==> src/rtl/pattern_stream_gen.sv <==
// Serial pattern generator: captures a parallel pattern and streams it MSB-first on d_out.
// Optional even-parity trailer bit when PATTERN_STREAM_GEN_PARITY_EN is defined.
module pattern_stream_gen #(
    parameter int WIDTH = 16,
    parameter int IDX_W = 6
) (
    input  logic             slowed_clk,
    input  logic             reset,
    input  logic             start,
    input  logic [WIDTH-1:0] pattern,
    input  logic             loop_en,
    input  logic             abort,
    output logic             d_out,
    output logic             bit_valid,
    output logic             busy,
    output logic             frame_done,
    output logic [IDX_W-1:0] bit_idx
);

    typedef enum logic [1:0] {
        IDLE   = 2'd0,
        SHIFT  = 2'd1,
        DONE   = 2'd2
`ifdef PATTERN_STREAM_GEN_PARITY_EN
        ,PARITY = 2'd3
`endif
    } state_t;

    localparam logic [IDX_W-1:0] LAST_IDX = IDX_W'(WIDTH - 1);
`ifdef PATTERN_STREAM_GEN_PARITY_EN
    localparam logic [IDX_W-1:0] PAR_IDX  = IDX_W'(WIDTH);
`endif

    state_t           state;
    logic [WIDTH-1:0] shreg;
    logic [WIDTH-1:0] frame_copy;
    logic             frame_end;

    // The loop/DONE decision is taken on whichever cycle carries the last bit of the frame.
    always_comb begin
        frame_end = 1'b0;
`ifdef PATTERN_STREAM_GEN_PARITY_EN
        frame_end = (state == PARITY);
`else
        frame_end = (state == SHIFT) && (bit_idx == LAST_IDX);
`endif
    end

    always_ff @(posedge slowed_clk) begin
        if (reset) begin
            state      <= IDLE;
            shreg      <= '0;
            frame_copy <= '0;
            d_out      <= 1'b0;
            bit_valid  <= 1'b0;
            busy       <= 1'b0;
            frame_done <= 1'b0;
            bit_idx    <= '0;
        end else begin
            frame_done <= 1'b0;
            if (abort) begin
                state     <= IDLE;
                d_out     <= 1'b0;
                bit_valid <= 1'b0;
                busy      <= 1'b0;
                bit_idx   <= '0;
            end else if (frame_end) begin
                frame_done <= 1'b1;
                if (loop_en) begin
                    state     <= SHIFT;
                    shreg     <= frame_copy;
                    d_out     <= frame_copy[WIDTH-1];
                    bit_idx   <= '0;
                    bit_valid <= 1'b1;
                    busy      <= 1'b1;
                end else begin
                    state     <= DONE;
                    d_out     <= 1'b0;
                    bit_valid <= 1'b0;
                    busy      <= 1'b0;
                    bit_idx   <= '0;
                end
            end else begin
                case (state)
                    IDLE, DONE: begin
                        if (start) begin
                            state      <= SHIFT;
                            shreg      <= pattern;
                            frame_copy <= pattern;
                            d_out      <= pattern[WIDTH-1];
                            bit_idx    <= '0;
                            bit_valid  <= 1'b1;
                            busy       <= 1'b1;
                        end else begin
                            state <= IDLE;
                        end
                    end
                    SHIFT: begin
`ifdef PATTERN_STREAM_GEN_PARITY_EN
                        if (bit_idx == LAST_IDX) begin
                            state   <= PARITY;
                            d_out   <= ^frame_copy;
                            bit_idx <= PAR_IDX;
                        end else
`endif
                        begin
                            shreg   <= shreg << 1;
                            d_out   <= shreg[WIDTH-2];
                            bit_idx <= bit_idx + 1'b1;
                        end
                    end
                    default: begin
                        state     <= IDLE;
                        d_out     <= 1'b0;
                        bit_valid <= 1'b0;
                        busy      <= 1'b0;
                        bit_idx   <= '0;
                    end
                endcase
            end
        end
    end

endmodule

==> config.mk <==
export PLATFORM = sky130hd
export DESIGN_NAME = pattern_stream_gen
export DESIGN_NICKNAME = d
export VERILOG_FILES = /design/src/rtl/pattern_stream_gen.sv
export SDC_FILE = /design/constraint.sdc
export NUM_CORES = 1
export LEC_CHECK = 0
export BUFFER_PORTS_ARGS = -buffer_cell sky130_fd_sc_hd__buf_2
export CAP_MARGIN = 20
export CORE_MARGIN = 4
export CORE_UTILIZATION = 50
export CTS_BUF_LIST = sky130_fd_sc_hd__clkbuf_4 sky130_fd_sc_hd__clkbuf_8
export CTS_CLUSTER_SIZE = 30
export DETAILED_ROUTE_END_ITERATION = 7
export PLACE_DENSITY = 0.74
export SLEW_MARGIN = 10
export SYNTH_ARGS = -nofsm -noshare
export SYNTH_HDL_FRONTEND = slang
export SYNTH_SLANG_ARGS = --single-unit
==> constraint.sdc <==
create_clock -name slowed_clk -period 3.7 [get_ports slowed_clk]
set_clock_uncertainty 0.15 [all_clocks]
set_input_delay 0.37 -clock slowed_clk [delete_from_list [all_inputs] [get_ports slowed_clk]]
set_output_delay 0.37 -clock slowed_clk [all_outputs]
set_load 0.05 [all_outputs]
==> results of run 1 <==
## final cells by class
class                      instances  share of cell area (%)
multi-input combinational        177                   44.00
tap                               46                   2.706
clock inverter                     1                   1.412
sequential                        42                   39.53
clock buffer                       6                   3.882
timing repair buffer              34                   8.471
## registers in the layout, indices dropped and copies added (netlist names)
| name | cells |
|---|---|
| d_out | 1 |
| busy | 1 |
| state | 2 |
| frame_done | 1 |
| frame_copy | 16 |
| shreg | 15 |
| bit_idx | 6 |
## layer usage
layer	vias to the layer above	wire length, um	part of all wire, %	track usage (%)
met5	-	0	0	0
met4	0	57	1.3	6.291
met3	8	211	4.9	5.507
met2	37	1899	44	29.34
met1	783	2104	49	25.04
li1	889	-	-	-
## worst paths after layout
check,start,end,cells after the start
max reg2reg,bit_idx[0]$_SDFFE_PP0P_,shreg[5]$_SDFFE_PP0P_,5
min,loop_en,state[1]$_SDFFE_PP0P_,2
min reg2reg,frame_copy[11]$_SDFFE_PP0P_,frame_copy[11]$_SDFFE_PP0P_,2
max,bit_idx[0]$_SDFFE_PP0P_,shreg[5]$_SDFFE_PP0P_,5
## Yosys cell counts (all sizes together)
cell and count:
a211oi 1, a21oi 39, a22o 14, a22oi 1, a31oi 15, a41oi 1
and3 4, buf 6, clkbuf 14, dfxtp 42, ha 1, mux2i 2
nand2 37, nand2b 2, nand3 1, nand3b 1, nand4 1, nor2 27
nor2b 1, nor3 4, nor3b 1, o21ai 17, o22ai 3, or2 2
or3 1, or4 1
## worst register-to-register path, stage by stage, from the launching register on
cell and delay (ps):
dfxtp_1 380, ha_1 220, nand3_1 410, or4_4 590
a21oi_2 530, a22o_1 240
## per-stage QoR
| stage | hold slack, ps | util, % | instances | total power (W) | area (um^2) |
|---|---|---|---|---|---|
| after CTS | 134.7 | 61.11 | 305 | 0.0009593 | 2120 |
| final | 141.1 | 61.33 | 306 | 0.0009542 | 2127 |
| after detailed placement | 298.6 | 57.86 | 298 | 0.0005945 | 2007 |
| after global routing | 134.0 | 61.33 | 306 | 0.0009937 | 2127 |
| after global placement | 294.2 | 57.86 | 298 | 0.0005930 | 2007 |
| after floorplan | 286.5 | - | 239 | 0.0005653 | 1876 |
## power breakdown
part,leakage [nW],switching [W],total (W),internal (W)
registers,0.342,0.0000109,0.000483,0.000472
clock network,0.0573,0.000154,0.000369,0.000216
logic,0.464,0.0000615,0.000102,0.0000401
## cell families (layout without fill, tap and decap cells)
group / Yosys count / count (layout) / share of synthesized area, %
buffers and inverters: 20 / 41 / 5.269
flip-flops: 42 / 42 / 44.83
AO/OA/AOI/OAI: 91 / 91 / 28.95
adder cells (fa/ha/maj): 1 / 1 / 0.6670
multiplexers: 2 / 2 / 1.067
AND/OR/NAND/NOR: 83 / 83 / 19.21
==> flow_summary.json, run 1 <==
{
  "status": "complete, no violations",
  "ios": 31,
  "seq_area_frac_synth_pct": 44.83,
  "crit_fanout": 17,
  "slew_headroom_pct": 57.59,
  "hold_class": "primary input to flip-flop",
  "antenna_cells": 0,
  "ys_types": 32,
  "p_leak_nw": 0.8635,
  "clk_path_buf_depth": 2,
  "peakVddDrop_mv": 0.1933,
  "fill_cells": 339,
  "clock-sinks": 42,
  "gp_congestion": 0.8040,
  "cellPowerDensity_nw_per_um2": 448.6,
  "ant_nets": 0,
  "setup_violations": 0,
  "core_um2": 3468,
  "final_nets": 282,
  "port_buffers": 30,
  "die_x_um": 69.25,
  "dpl.hpwl_um": 2823,
  "syn_avg_cell_area_um2": 7.847,
  "antenna_found_initial": 0,
  "cts_resized": 0,
  "max_freq_mhz": 388.6,
  "critPathBufInv": 0,
  "reg2reg_slack_ps": 1130,
  "h-tree-depth": 2,
  "clk_pin_slew_ps": 80,
  "drt_wl_total_um": 4273,
  "drv_slew": 0,
  "overflow": 0,
  "cts_tree": "yes",
  "ys_ff_latch": 42,
  "drc": 0,
  "rsz0062_at_grt": "no",
  "grt_max_degree": 26,
  "drt-vias-per-instance": 5.611,
  "post-cts-setup-buffer-count": 0,
  "rows": 21,
  "drv_cap": 0,
  "yosys-top-cells-area": "dfxtp_1, a21oi_1, nand2_1",
  "initial_core_util_pct": 54.08,
  "drive_gt1_share_pct": 16.92,
  "synth_nets": 261,
  "ctsRootBufferMaster": "clkbuf_8",
  "final.min_clock_period_ps": 2573,
  "fin_crit_sh_pct": 69.54,
  "clock_latency_ps": 300,
  "dieArea_um2": 4795,
  "cts_buffers": 5,
  "worstPathCellList": "ha_1 -> nand3_1 -> or4_4 -> a21oi_2 -> a22o_1",
  "start_kind": "flip-flop",
  "synth.largest_area_cell": "dfxtp_1",
  "grt_pass1_vias": 1597,
  "crit_family": "simple AND/OR/NAND/NOR gates",
  "postSynthCellCount": 239,
  "worst_setup_path_end_kind": "flip-flop",
  "synth_area_um2": 1876,
  "drtPass1Iterations": 4,
  "grtUsageTotal_pct": 18.88,
  "die_height_um": 69.25,
  "final_cell_mix": "dfxtp_1, a21oi_1, nand2_1, buf_2, nor2_1",
  "final-seq-area_um2": 840.8,
  "path_class": "flip-flop to flip-flop",
  "routedWlPerCell_um": 13.96,
  "setup-tns-final_ps": 0,
  "worstPathRequired_ps": 3800,
  "grt_first_pass_wirelength_um": 7431,
  "drt_iter0_drc": 102,
  "final_common_cell": "dfxtp_1",
  "area_growth_pct": 13.41,
  "vias": 1717,
  "layout_setup_ws_ps": 1127,
  "multiInputGateArea_um2": 935.9,
  "cts_hold_buf": 0,
  "finalHoldViolations": 0,
  "slowest_delay_ps": 590,
  "cp_slowest_cell": "or4_4",
  "worst_pin_slew_ps": 636.1,
  "post-place-ws_ps": 1143,
  "synth_top_area_share_pct": 44.83,
  "arrival_ps": 2670,
  "yosysWarnings": 0
}
(Power assumes the default switching activity.)
==> run 2: changes to the inputs <==
ABC_AREA = 1   (was default)
PLACE_DENSITY = 0.76   (was 0.74)
clock period = 2.2 ns   (was 3.7 ns; I/O delays follow)
==> flow_summary.json, run 2 <==
{
  "status": "complete, no violations",
  "yosys-top-cells-count": "nand2_1, dfxtp_1, inv_1, nor2_1, nand3_1",
  "p_sw_share_pct": 27.35,
  "slowest_delay_ps": 450,
  "regMostFlops": "frame_copy",
  "synth_top_area_share_pct": 36.70,
  "worst_setup_path_end_kind": "flip-flop",
  "synth_area_um2": 2291,
  "p_int_w": 0.001155,
  "synth_edf_count": 0,
  "crit_fanout": 30,
  "drc": 0,
  "finalPower_w": 0.001590,
  "cellPowerDensity_nw_per_um2": 641.5,
  "dieArea_um2": 5729,
  "rows": 24,
  "antenna_found_initial": 0,
  "arrival_ps": 2010,
  "final_nets": 377,
  "initial_core_util_pct": 52.25,
  "max_freq_mhz": 509.9,
  "ys_ff_latch": 42,
  "final.min_clock_period_ps": 1961,
  "fill_cells": 439,
  "drive_gt1_share_pct": 21.07,
  "ys_async_sr_fraction_pct": 0,
  "cp_common_cell": "nand2_1",
  "fin_area_um2": 2479,
  "clock-sinks": 42,
  "critPathBufInv": 0,
  "final_common_cell": "nand2_1",
  "crit_path_start": "bit_idx[0]$_SDFFE_PP0P_",
  "setup_violations": 0,
  "vias": 1986,
  "yosysWarnings": 0,
  "cts_hold_buf": 0,
  "final_cell_mix": "nand2_1, dfxtp_1, inv_1, nor2_1, buf_2",
  "cp_slowest_cell": "dfxtp_1",
  "die_height_um": 75.69,
  "drt_iter0_drc": 57,
  "cts_buffers": 5,
  "grt_pass1_vias": 1848,
  "p_clk_share_pct": 33.2,
  "path_class": "flip-flop to flip-flop",
  "gp_congestion": 0.8164,
  "final-seq-area_um2": 840.8,
  "whs_ps": 46.26,
  "rsz0062_at_grt": "no",
  "ys_types": 30,
  "cts_tree": "yes",
  "syn_avg_cell_area_um2": 6.921,
  "port_buffers": 30,
  "routedWlPerCell_um": 11.04,
  "clk_pin_slew_ps": 80,
  "switching_power_w": 0.0004349,
  "pwr-share-seq_pct": 51.8,
  "hp-start": "pattern[14]",
  "start_kind": "flip-flop",
  "clk_path_buf_depth": 2,
  "area_growth_pct": 8.192,
  "largest_reg_flops": 16,
  "setup-tns-final_ps": 0,
  "core_um2": 4384,
  "worst_pin_slew_ps": 520.4,
  "ys.flop_type": "dfxtp_1",
  "multiInputGateArea_um2": 1140,
  "synth.largest_area_cell": "dfxtp_1",
  "cts_resized": 0,
  "finalHoldViolations": 0,
  "dpl_cell_area_um2": 2384,
  "fin_crit_sh_pct": 89.15,
  "grtUsageTotal_pct": 18.12,
  "yosys-top-cells-area": "dfxtp_1, nand2_1, inv_1",
  "drt-vias-per-instance": 4.868,
  "drv_slew": 0,
  "ctsRootBufferMaster": "clkbuf_8",
  "seq_area_frac_synth_pct": 36.70,
  "drtPass1Iterations": 4,
  "synth_nets": 353,
  "overflow": 0,
  "clock_latency_ps": 290,
  "post-cts-setup-buffer-count": 0,
  "antenna_cells": 0,
  "peakVddDrop_mv": 0.4300,
  "grt_first_pass_wirelength_um": 7948,
  "drv_cap": 0,
  "postSynthCellCount": 331,
  "die_x_um": 75.69,
  "comb_power_share_pct": 15.0,
  "fin_util_pct": 56.54,
  "ios": 31,
  "reg_top3": "frame_copy: 16 flops, shreg: 15 flops, bit_idx: 6 flops",
  "ant_nets": 0,
  "worstPathCellList": "ha_1 -> nand2_1 -> nor2_4 -> nand4_2 -> nand2_2 -> nand2_1 -> nand2_1 -> nor2_1",
  "synth_most_common_cell": "nand2_1",
  "dpl.hpwl_um": 2970,
  "worstPathRequired_ps": 2250,
  "grt_max_degree": 33,
  "r2r-start": "bit_idx[0]$_SDFFE_PP0P_",
  "crit_family": "simple AND/OR/NAND/NOR gates",
  "p_leak_nw": 1.170,
  "slew_headroom_pct": 65.19,
  "h-tree-depth": 2,
  "hold_class": "primary input to flip-flop",
  "drt_wl_total_um": 4504
}
## run 2: cell types whose count changed in the layout (fill, tap and decap cells not counted), sizes merged, moves of 2 or more
cell    change
nand2      +61
inv        +42
nand3      +22
nor2       +18
a21oi      -17
o21ai      +17
a31oi      -15
a22o       -14
and3        -4
o22ai       -3
mux2i       -2
nand2b      -2
nor3        -2
## run 2: worst register-to-register path: cells and delay by family (launching register included)
family,cells,cell delay [ps]
fa+ha+maj,1,240
simple gates,7,1020
flops,1,450
## run 2: metrics by stage
step | instances | worst slack, ps
floorplan | 331 | 188.9
global placement | 400 | 349.4
detailed placement | 400 | 273.1
CTS | 408 | 252.0
global route | 408 | 77.94
finish | 408 | 238.8
## run 2: kinds of logic (layout without fill, tap and decap cells)
kind of cell	after synthesis	in the layout	share of synthesized area (%)
buffers and inverters	59	84	13.54
DFF	42	42	36.70
adders and majority gates	1	1	0.5461
AOI/OAI and AO/OA	57	57	15.51
and+or+nand+nor	172	172	33.70
## run 2: routing by layer
metal | share of wire (%) | global-route usage, % | vias to the layer above
met2 | 46 | 30.30 | 37
met3 | 4.9 | 5.145 | 7
met4 | 1.6 | 6.796 | 0
li1 | - | - | 1082
met5 | 0 | 0 | -
met1 | 47 | 22.11 | 860
## run 2: area by class of cell
class	instances	share of cell area [%]
multi-input combinational	230	45.99
sequential	42	33.92
clock buffer	7	3.635
timing repair buffer	34	7.269
tap	52	2.625
inverter	42	6.360
clock inverter	1	0.2019
## run 2: power groups by stage
| stage | clock (W) | sequential, W | combinational (W) |
|---|---|---|---|
| 2_1_floorplan | 0 | 0.000845 | 0.000195 |
| 3_3_place_gp | 0 | 0.000839 | 0.000235 |
| 3_5_place_dp | 0 | 0.000841 | 0.000239 |
| 4_1_cts | 0.000541 | 0.000823 | 0.000241 |
| 5_1_grt | 0.000573 | 0.000829 | 0.000281 |
| 6_report | 0.000529 | 0.000823 | 0.000238 |
## run 2: path summary, 6_finish.rpt
check	slack, ps	end	cells past startpoint
setup reg to reg	240	shreg[7]$_SDFFE_PP0P_	8
setup / recovery	240	shreg[7]$_SDFFE_PP0P_	8
hold / removal	50	frame_copy[14]$_SDFFE_PP0P_	3
hold reg to reg	300	frame_copy[0]$_SDFFE_PP0P_	2
==> run 3: changes to the inputs <==
MAX_ROUTING_LAYER = met4   (was default)
==> flow_summary.json, run 3 (synthesis results as in run 2) <==
{
  "grt_pass1_vias": 1848,
  "drive_gt1_share_pct": 21.07,
  "path_class": "flip-flop to flip-flop",
  "antenna_cells": 0,
  "port_buffers": 30,
  "fill_cells": 439,
  "rsz0062_at_grt": "no",
  "arrival_ps": 2000,
  "drt-vias-per-instance": 4.865,
  "core_um2": 4384,
  "dpl.hpwl_um": 2970,
  "drtPass1Iterations": 4,
  "ant_nets": 0,
  "slowest_delay_ps": 450,
  "worst_setup_path_end_kind": "flip-flop",
  "antenna_found_initial": 0,
  "gp_congestion": 0.8286,
  "fin_cells": 408,
  "worstPathRequired_ps": 2240,
  "drc": 0,
  "cp_common_cell": "nand2_1",
  "peakVddDrop_mv": 0.4299,
  "setup-tns-final_ps": 0,
  "final_cell_mix": "nand2_1, dfxtp_1, inv_1, nor2_1, buf_2",
  "post-cts-setup-buffer-count": 0,
  "hold_class": "primary input to flip-flop",
  "clk_path_buf_depth": 2,
  "final_nets": 377,
  "die_x_um": 75.69,
  "dieArea_um2": 5729,
  "final-seq-area_um2": 840.8,
  "vias": 1985,
  "max_freq_mhz": 510.4,
  "h-tree-depth": 2,
  "area_growth_pct": 8.192,
  "critPathBufInv": 0,
  "drt_iter0_drc": 57,
  "clock_latency_ps": 290,
  "slew_headroom_pct": 65.34,
  "worst_pin_slew_ps": 518.0,
  "cts_tree": "yes",
  "final.min_clock_period_ps": 1959,
  "start_kind": "flip-flop",
  "final_common_cell": "nand2_1",
  "regMostFlops": "frame_copy",
  "clk_pin_slew_ps": 80,
  "p_leak_nw": 1.170,
  "finalHoldViolations": 0,
  "ios": 31,
  "crit_fanout": 30,
  "fin_crit_sh_pct": 89.06,
  "initial_core_util_pct": 52.25,
  "cp_slowest_cell": "dfxtp_1",
  "setup_violations": 0,
  "clock-sinks": 42,
  "die_height_um": 75.69,
  "grtUsageTotal_pct": 18.67,
  "whs_ps": 46.35,
  "rows": 24,
  "ctsRootBufferMaster": "clkbuf_8",
  "dp.cells": 400,
  "largest_reg_flops": 16,
  "reg_top3": "frame_copy: 16 flops, shreg: 15 flops, bit_idx: 6 flops",
  "status": "complete, no violations",
  "finalPower_w": 0.001590,
  "cts_resized": 0,
  "drv_slew": 0,
  "grt_first_pass_wirelength_um": 7948,
  "routedWlPerCell_um": 11.01,
  "worstPathCellList": "ha_1 -> nand2_1 -> nor2_4 -> nand4_2 -> nand2_2 -> nand2_1 -> nand2_1 -> nor2_1",
  "cts_hold_buf": 0,
  "crit_family": "simple AND/OR/NAND/NOR gates",
  "drt_wl_total_um": 4491,
  "cellPowerDensity_nw_per_um2": 641.4,
  "overflow": 0,
  "multiInputGateArea_um2": 1140,
  "drv_cap": 0,
  "cts_buffers": 5,
  "grt_max_degree": 33
}
-- run 3: cell counts in the layout (fill, tap and decap cells not counted) --
No cell type changed its count.
-- run 3: path summary, 6_finish.rpt --
kind / start / to / slack (ps) / depth (start not counted)
setup / recovery: bit_idx[0]$_SDFFE_PP0P_ / shreg[7]$_SDFFE_PP0P_ / 240 / 8
hold / removal: pattern[14] / frame_copy[14]$_SDFFE_PP0P_ / 50 / 3
setup reg to reg: bit_idx[0]$_SDFFE_PP0P_ / shreg[7]$_SDFFE_PP0P_ / 240 / 8
hold reg to reg: frame_copy[0]$_SDFFE_PP0P_ / frame_copy[0]$_SDFFE_PP0P_ / 300 / 2
-- run 3: routing by layer --
metal	wire length (um)	global-route usage, %	vias to the layer above
met5	0	-	-
met4	73	6.796	0
met3	236	4.881	7
met2	2078	30.30	41
met1	2102	22.27	855
li1	-	-	1082
-- run 3: power breakdown --
group	switching [W]	total (W)	internal (W)	leakage, nW
Combinational	0.000154	0.000238	0.0000839	0.774
Clock	0.000263	0.000528	0.000266	0.0517
Sequential	0.0000176	0.000823	0.000806	0.345
Total	0.000435	0.00159	0.00116	1.17
-- run 3: metrics by stage --
step                      util, %  area [um^2]  worst slack, ps
final                       56.54         2479            240.7
after global routing        56.54         2479            77.94
after detailed placement    54.37         2384            273.1
after global placement      54.37         2384            349.4
after floorplan                 -         2291            188.9
after CTS                   56.54         2479            252.0
-- run 3: area by class of cell --
type,instances,share of cell area [%]
Multi-Input combinational cell,230,45.99
Sequential cell,42,33.92
Clock buffer,7,3.635
Clock inverter,1,0.2019
Tap cell,52,2.625
Inverter,42,6.360
Timing Repair Buffer,34,7.269
-- run 3: worst reg2reg max path, stage by stage, from the launching register on --
cell	delay, ps
dfxtp_1	450
ha_1	240
nand2_1	110
nor2_4	140
nand4_2	100
nand2_2	420
nand2_1	120
nand2_1	90
nor2_1	40
